[config.mk]
export PLATFORM = sky130hd
export DESIGN_NAME = pdw_cic_receiver
export DESIGN_NICKNAME = d
export VERILOG_FILES = /design/src/rtl/pdw_cic_receiver.sv
export SDC_FILE = /design/constraint.sdc
export NUM_CORES = 1
export LEC_CHECK = 0
export ABC_AREA = 1
export BUFFER_PORTS_ARGS = -buffer_cell sky130_fd_sc_hd__clkbuf_2
export CELL_PAD_IN_SITES_DETAIL_PLACEMENT = 1
export CELL_PAD_IN_SITES_GLOBAL_PLACEMENT = 2
export CORE_ASPECT_RATIO = 1.4
export CORE_MARGIN = 3
export CORE_UTILIZATION = 39
export DETAILED_ROUTE_END_ITERATION = 10
export PLACE_DENSITY = 0.86
export SLEW_MARGIN = 10
export SYNTH_ARGS = -nofsm -noshare
export SYNTH_HDL_FRONTEND = slang
export SYNTH_SLANG_ARGS = --single-unit
[constraint.sdc]
create_clock -name clk48 -period 6.7 [get_ports clk48]
set_input_delay 2.01 -clock clk48 [delete_from_list [all_inputs] [get_ports clk48]]
set_output_delay 2.01 -clock clk48 [all_outputs]
set_load 0.005 [all_outputs]
[src/rtl/pdw_cic_receiver.sv]
// PDM microphone front end: generates pdwClk, captures one or two interleaved channels, CIC-decimates to PCM.
// Latency: sampleValid fires CIC_ORDER+2 clk48 cycles after the L strobe that closes a decimation window.
// Backpressure: none; output is a one-cycle strobe, enable low flushes the datapath but holds the last samples.
module pdw_cic_receiver #(
  parameter int CLK_DIV   = 16,  // clk48 cycles per pdwClk period, even, >= 2*(CIC_ORDER+3)
  parameter int CHANNELS  = 2,   // 1 = left only, 2 = left and right
  parameter int CIC_ORDER = 3,   // integrator/comb stages, 1..5
  parameter int DECIM     = 64,  // pdwClk periods per output sample, power of two, >= 4
  parameter int OUT_WIDTH = 16
) (
  input  logic                        clk48,
  input  logic                        nReset,
  input  logic                        enable,
  output logic                        pdwClk,
  input  logic                        pdwData,
  output logic signed [OUT_WIDTH-1:0] sampleL,
  output logic signed [OUT_WIDTH-1:0] sampleR,
  output logic                        sampleValid
);

  localparam int LOG_DECIM = $clog2(DECIM);
  // Register growth of an N-stage CIC is N*log2(R) bits; +2 covers the +/-1 input and its sign.
  localparam int W         = CIC_ORDER * LOG_DECIM + 2;
  localparam int DIV_W     = $clog2(CLK_DIV);
  localparam int EXT_W     = (W > OUT_WIDTH) ? W : OUT_WIDTH;

  localparam logic [DIV_W-1:0]     DIV_LAST = DIV_W'(CLK_DIV - 1);
  localparam logic [DIV_W-1:0]     DIV_MID  = DIV_W'(CLK_DIV / 2 - 1);
  localparam logic [LOG_DECIM-1:0] DEC_LAST = LOG_DECIM'(DECIM - 1);

  // Top OUT_WIDTH bits of a W-bit value; a narrower W is left-justified with zero LSBs.
  function automatic logic [OUT_WIDTH-1:0] top_bits(input logic [W-1:0] v);
    logic [EXT_W-1:0] ext;
    ext = EXT_W'(v) << (EXT_W - W);
    return OUT_WIDTH'(ext >> (EXT_W - OUT_WIDTH));
  endfunction

  // Divider and clock
  logic [DIV_W-1:0] div_cnt_q, div_cnt_d;
  logic             pdw_clk_q, pdw_clk_d;

  // Input synchronizer; sync_q[1] is the usable data bit
  logic [1:0] sync_q, sync_d;

  // Capture strobes: bit 0 = L (pdwClk driven 1->0), bit 1 = R (pdwClk driven 0->1)
  logic [CHANNELS-1:0] stb;

  // Integrator chains, wrap-around arithmetic
  logic [W-1:0] integ_q [CHANNELS][CIC_ORDER];
  logic [W-1:0] integ_d [CHANNELS][CIC_ORDER];

  // Decimation
  logic [LOG_DECIM-1:0] decim_cnt_q, decim_cnt_d;
  logic                 latch_q, latch_d;

  // Comb pipeline: comb_q[c][k] is the input to comb stage k, dly_q[c][k] its delayed sample
  logic [CIC_ORDER-1:0] vld_q, vld_d;
  logic [W-1:0]         comb_q [CHANNELS][CIC_ORDER];
  logic [W-1:0]         comb_d [CHANNELS][CIC_ORDER];
  logic [W-1:0]         dly_q  [CHANNELS][CIC_ORDER];
  logic [W-1:0]         dly_d  [CHANNELS][CIC_ORDER];

  // Output registers
  logic [OUT_WIDTH-1:0] samp_q [CHANNELS];
  logic [OUT_WIDTH-1:0] samp_d [CHANNELS];
  logic                 valid_q, valid_d;

  // Divider next state: pdwClk rises after the mid count and falls after the last count.
  always_comb begin
    div_cnt_d = (div_cnt_q == DIV_LAST) ? '0 : div_cnt_q + DIV_W'(1);
    pdw_clk_d = pdw_clk_q;
    if (div_cnt_q == DIV_MID) begin
      pdw_clk_d = 1'b1;
    end else if (div_cnt_q == DIV_LAST) begin
      pdw_clk_d = 1'b0;
    end
    sync_d = {sync_q[0], pdwData};
  end

  // Capture strobes are decoded from the divider, so they coincide with the registered pdwClk edges.
  always_comb begin
    stb    = '0;
    stb[0] = (div_cnt_q == DIV_LAST);
    if (CHANNELS == 2) begin
      stb[CHANNELS-1] = (div_cnt_q == DIV_MID);
    end
  end

  // Integrators: every stage advances on its channel strobe using the previous values (pipelined chain).
  always_comb begin
    integ_d = integ_q;
    for (int c = 0; c < CHANNELS; c++) begin
      if (stb[c]) begin
        integ_d[c][0] = integ_q[c][0] + (sync_q[1] ? W'(1) : {W{1'b1}});
        for (int k = 1; k < CIC_ORDER; k++) begin
          integ_d[c][k] = integ_q[c][k] + integ_q[c][k-1];
        end
      end
    end
  end

  // Decimation counter runs on L strobes; the window-closing strobe arms a latch for the next cycle.
  always_comb begin
    decim_cnt_d = decim_cnt_q;
    latch_d     = 1'b0;
    if (stb[0]) begin
      decim_cnt_d = decim_cnt_q + LOG_DECIM'(1);
      latch_d     = (decim_cnt_q == DEC_LAST);
    end
  end

  // Comb pipeline: one stage per cycle, each delay register moves only when its stage holds a sample.
  always_comb begin
    comb_d   = comb_q;
    dly_d    = dly_q;
    samp_d   = samp_q;
    vld_d    = '0;
    vld_d[0] = latch_q;
    for (int k = 1; k < CIC_ORDER; k++) begin
      vld_d[k] = vld_q[k-1];
    end
    valid_d = vld_q[CIC_ORDER-1];
    for (int c = 0; c < CHANNELS; c++) begin
      if (latch_q) begin
        comb_d[c][0] = integ_q[c][CIC_ORDER-1];
      end
      for (int k = 1; k < CIC_ORDER; k++) begin
        if (vld_q[k-1]) begin
          comb_d[c][k]  = comb_q[c][k-1] - dly_q[c][k-1];
          dly_d[c][k-1] = comb_q[c][k-1];
        end
      end
      if (vld_q[CIC_ORDER-1]) begin
        dly_d[c][CIC_ORDER-1] = comb_q[c][CIC_ORDER-1];
        samp_d[c]             = top_bits(comb_q[c][CIC_ORDER-1] - dly_q[c][CIC_ORDER-1]);
      end
    end
  end

  // Divider, clock and synchronizer state; disabled behaves as reset.
  always_ff @(posedge clk48) begin
    if (!nReset || !enable) begin
      div_cnt_q <= '0;
      pdw_clk_q <= 1'b0;
      sync_q    <= '0;
    end else begin
      div_cnt_q <= div_cnt_d;
      pdw_clk_q <= pdw_clk_d;
      sync_q    <= sync_d;
    end
  end

  // Integrator and decimation state; disabled behaves as reset.
  always_ff @(posedge clk48) begin
    if (!nReset || !enable) begin
      decim_cnt_q <= '0;
      latch_q     <= 1'b0;
      for (int c = 0; c < CHANNELS; c++) begin
        for (int k = 0; k < CIC_ORDER; k++) begin
          integ_q[c][k] <= '0;
        end
      end
    end else begin
      decim_cnt_q <= decim_cnt_d;
      latch_q     <= latch_d;
      integ_q     <= integ_d;
    end
  end

  // Comb state; disabling drops any sample still in flight so no strobe escapes.
  always_ff @(posedge clk48) begin
    if (!nReset || !enable) begin
      vld_q   <= '0;
      valid_q <= 1'b0;
      for (int c = 0; c < CHANNELS; c++) begin
        for (int k = 0; k < CIC_ORDER; k++) begin
          comb_q[c][k] <= '0;
          dly_q[c][k]  <= '0;
        end
      end
    end else begin
      vld_q   <= vld_d;
      valid_q <= valid_d;
      comb_q  <= comb_d;
      dly_q   <= dly_d;
    end
  end

  // PCM sample registers: cleared only by reset, held while disabled.
  always_ff @(posedge clk48) begin
    if (!nReset) begin
      for (int c = 0; c < CHANNELS; c++) begin
        samp_q[c] <= '0;
      end
    end else if (enable) begin
      samp_q <= samp_d;
    end
  end

  assign pdwClk      = pdw_clk_q;
  assign sampleL     = samp_q[0];
  assign sampleValid = valid_q;

  if (CHANNELS == 2) begin : g_right
    assign sampleR = samp_q[CHANNELS-1];
  end else begin : g_mono
    assign sampleR = '0;
  end

endmodule

## Word level (Yosys, flattened, before mapping)

Cells that the tools add are included.

| word-level totals | value |
|---|---|
| bits in registers | 410 |
| input bits | 4 |
| output and inout bits | 34 |
| word-level logic and storage cells | 55 |

| operators by class | value |
|---|---|
| add/sub/neg operators | 14 |
| eq/ne operators | 3 |
| multiplexer cells | 3 |
| bitwise gates (word level) | 1 |
| reduce and logical (&&, ||, !) cells | 7 |

Operator list:

| cell | count |
|---|---|
| $add 20x20->20 | 6 |
| $sub 20x20->20 | 6 |
| $mux 20 | 1 |
| $add 6x1->6 const B | 1 |
| $eq 6x6->1 const B | 1 |
| $add 4x1->4 const B | 1 |
| $eq 4x3->1 const B | 1 |
| $eq 4x4->1 const B | 1 |
| $reduce_or 2->1 | 2 |
| $logic_not 1->1 | 2 |
| $mux 1 | 2 |
| $reduce_and 2->1 | 1 |
| $reduce_bool 2->1 | 1 |
| $logic_or 1x1->1 | 1 |
| $not 1->1 | 1 |

## Longest topological paths before layout

| logic depth | value |
|---|---|
| depth in word-level cells | 3 |
| depth in mapped cells | 14 |
| gate-level depth less buffers | 14 |

## Worst setup path before layout

Ideal clock, no wire load.

| path | value |
|---|---|
| path kind | input to register |
| start point | input nReset |
| end point | register comb_q[108] (netlist bit) |
| setup time | 132 ps |
| arrival time | 2,803 ps |
| slack | 3,765 ps |
| stages on the path | 5 |
| cell sequence | buf_2 > nand2_2 > buf_2 > buf_1 > a21oi_1 |

| on the way | value |
|---|---|
| word-level cells in the longest chain between the ends | 2 |

Ends and longest elaborated chain:

| element | line | text |
|---|---|---|
| start, declared | 12 | `input logic nReset,` |
| $logic_not 1->1 | - |  |
| $logic_or 1x1->1 | 172 | `if (!nReset \|\| !enable) begin` |
| end signal, assigned | 184 | `comb_q <= comb_d;` |
| end, declared | 58 | `logic [W-1:0] comb_q [CHANNELS][CIC_ORDER];` |

No other way between the ends.
A chain may end at the register's enable or synchronous reset.

## Worst setup path after layout

| path | value |
|---|---|
| start point | input nReset |
| end point | register comb_q[17] (netlist bit) |

The elaborated chain is that of the path after synthesis.

==> flow_metrics.py <==
metrics = {
    "synth": {
        "synth_edf_count": 0,
        "ys_async_sr_fraction": 0,
        "syn_inst": 4318,
        "syn_nets": 4558,
        "ys_warn_count": 0,
        "synth-seq-cells": 410,
        "mappedNetlistArea_um2": 27470,
        "ys.flop_type": "dfxtp_1",
        "synth_area_per_cell_um2": 6.362,
        "synth.distinct_cells": 44,
        "seq_area_frac_synth": 0.2988,
    },
    "sta": {
        "slew_viol_final": 0,
        "fmax_ghz": 0.2398,
        "finalSetupViolCount": 0,
        "slew_headroom": 0.2985,
        "post-route-min-period_ns": 4.171,
        "finalHoldViolCount": 0,
        "setup_ws_ns": 2.529,
        "setup_tns_ns": 0,
        "fin_skew_ns": 0.01488,
        "grt_setup_unrepaired": "no",
        "period_share": 0.6225,
        "worstMarginPinSlew_ns": 1.052,
    },
    "placement": {
        "post-dp-hpwl_um": 57750,
        "place_ws_ns": 1.826,
        "portBuffers": 37,
        "gp_congestion": 0.8545,
    },
    "die": {
        "fp-row-count": 114,
        "start_util": 0.3955,
        "die-area_um2": 73700,
        "die_h_um": 320.0,
        "io-pin-count": 38,
        "die_w_um": 230.3,
        "coreArea_um2": 69460,
    },
    "layout": {
        "drive_gt1_frac": 0.03738,
        "final_common_cell": "nand2_1",
        "antenna_cells": 0,
        "nNetsFinal": 4537,
        "mostFrequentLayoutCells": "nand2_1, inv_1, nor2_1",
        "post-route-util": 0.4329,
        "areaGrowthSynthToFinish_pct": 9.465,
    },
    "critical_path": {
        "cp_top_family": "buffers and inverters",
        "critical_path.cell_chain": "clkbuf_2 > nand2_8 > inv_4 > buf_4 > o21ai_0 > nor2_1",
        "critPathRequiredTime_ns": 7.22,
        "slowest_delay_ns": 0.89,
        "slowest_stage": "buf_4",
        "criticalPathCategory": "input pin to flop",
        "path_max_fanout": 119,
        "worstPathArrival_ns": 4.69,
        "endpoint_kind": "flop",
        "start_kind": "input pin",
        "crit_buf_inv": 3,
    },
    "cts": {
        "cts_buffers": 47,
        "cts_max_level": 2,
        "post_cts_resized": 0,
        "clock_path_buffers": 3,
        "cts_tree": "built",
        "path_clk_slew_ns": 0.06,
        "cts_sinks": 410,
        "holdBufCountCts": 0,
        "clk_latency_ns": 0.59,
        "clock-root-buffer": "clkbuf_16",
        "post_cts_buffers": 0,
    },
    "grt": {
        "grt_pass1_vias": 27050,
        "track_usage": 0.2005,
        "antenna_found_initial": 0,
        "grt_pass1_wl_um": 126000,
        "grt_max_degree": 120,
        "overflow": 0,
    },
    "power": {
        "p_leak_nw": 15.08,
        "p_switching_w": 0.001151,
        "ir_drop_uv": 152.0,
        "clockPowerShare": 0.526,
        "pwr-share-comb": 0.017,
        "power_density_nw_per_um2": 177.6,
        "switching_share": 0.2156,
        "power_frac_seq": 0.457,
        "p_int_w": 0.004189,
    },
    "detailed_routing": {
        "remaining_drc_errors": 0,
        "drt-initial-drc-count": 753,
        "drtAntennaViolNets": 0,
        "via_count": 26310,
        "drtPass1Iterations": 4,
        "wirelength_um": 74730,
        "vias_per_cell": 4.999,
        "post_drt_wl_per_cell_um": 14.20,
    },
    "outcome": {
        "status": "complete, no violations",
    },
    "hold_path": {
        "worstHoldPathType": "flop to flop",
    },
    "run": {
        "cap_viol_max_count": 0,
    },
}
## registers in the layout (all words and copies together), names as in the netlist
signal and cells:
pdwClk 1, dly_q 120, sampleL 16, comb_q 120
sampleValid 1, latch_q 1, div_cnt_q 4, integ_q 120
sampleR 16, vld_q 3, sync_q 2, decim_cnt_q 6
## power by group through the flow
stage / clock network, W / logic, W / registers (W)
floorplan: 0 / 0.0000703 / 0.00249
finish: 0.00281 / 0.0000898 / 0.00244
global route: 0.00300 / 0.000105 / 0.00244
global placement: 0 / 0.0000908 / 0.00249
CTS: 0.00292 / 0.0000929 / 0.00244
detailed placement: 0 / 0.0000927 / 0.00249
## cells in the mapped netlist (22+ instances only)
cell	number	area share
a21oi_1	445	0.081
nand3_1	258	0.047
xnor2_1	47	0.015
nand2_1	1030	0.14
clkbuf_1	57	0.0078
ha_1	226	0.10
dfxtp_1	410	0.30
nand4_1	41	0.0093
nor2_1	563	0.077
o21bai_1	30	0.0082
nor3_1	22	0.0040
o21ai_0	332	0.060
buf_2	52	0.0095
xor2_1	35	0.011
o21ai_1	26	0.0047
inv_1	617	0.084
## final timing paths
path                              startpoint           to  slack, ns  depth (start not counted)
worst max register to register  div_cnt_q[0]  integ_q[24]       4.21                          7
worst min register to register     sync_q[0]    sync_q[1]       0.42                          2
worst min-delay path               sync_q[0]    sync_q[1]       0.42                          2
worst max-delay path                  nReset   comb_q[17]       2.53                          6
## stage by stage
stage	power (W)	instance area, um^2	cells	hold slack, ns
after detailed placement	0.002586	28380	5176	0.4116
final	0.005340	30070	5262	0.4160
after floorplan	0.002563	27470	4318	0.3936
after global routing	0.005546	30070	5262	0.4496
after CTS	0.005448	30070	5262	0.4217
after global placement	0.002584	28380	5176	0.4045
## logic make-up after synthesis
family,count (synthesis),share of synthesized area
buf+inv,742,0.1046
compound gates,901,0.1739
simple gates,1947,0.2864
xor+xnor,82,0.02614
fa+ha+maj,236,0.1102
flops,410,0.2988
## final cells by class
cell class / count / area, um^2
fillers: 9383 / 39390
multi-input cells: 3166 / 16400
flip-flops and latches: 410 / 8212
inverters: 625 / 2349
clock buffers: 65 / 1366
well taps: 928 / 1161
clock inverters: 21 / 319.1
repair buffers: 47 / 260.3
## worst reg2reg max path: cells and delay by family (launching register included)
kind | cells | cell delay [ns]
DFF | 1 | 0.36
adders and majority gates | 1 | 0.22
and+or+nand+nor | 2 | 0.22
buffers and inverters | 3 | 1.31
AOI/OAI and AO/OA | 1 | 0.29
## routing by layer
layer	vias to the layer above	wire (um)	part of all wire	global-route usage
met1	12120	30210	0.40	0.2100
met5	-	0	0	0
met3	126	1219	0.016	0.01987
met2	175	41160	0.55	0.4110
li1	13890	-	-	-
met4	0	2140	0.029	0.06073
No activity file was read; power rests on OpenSTA's default activity.
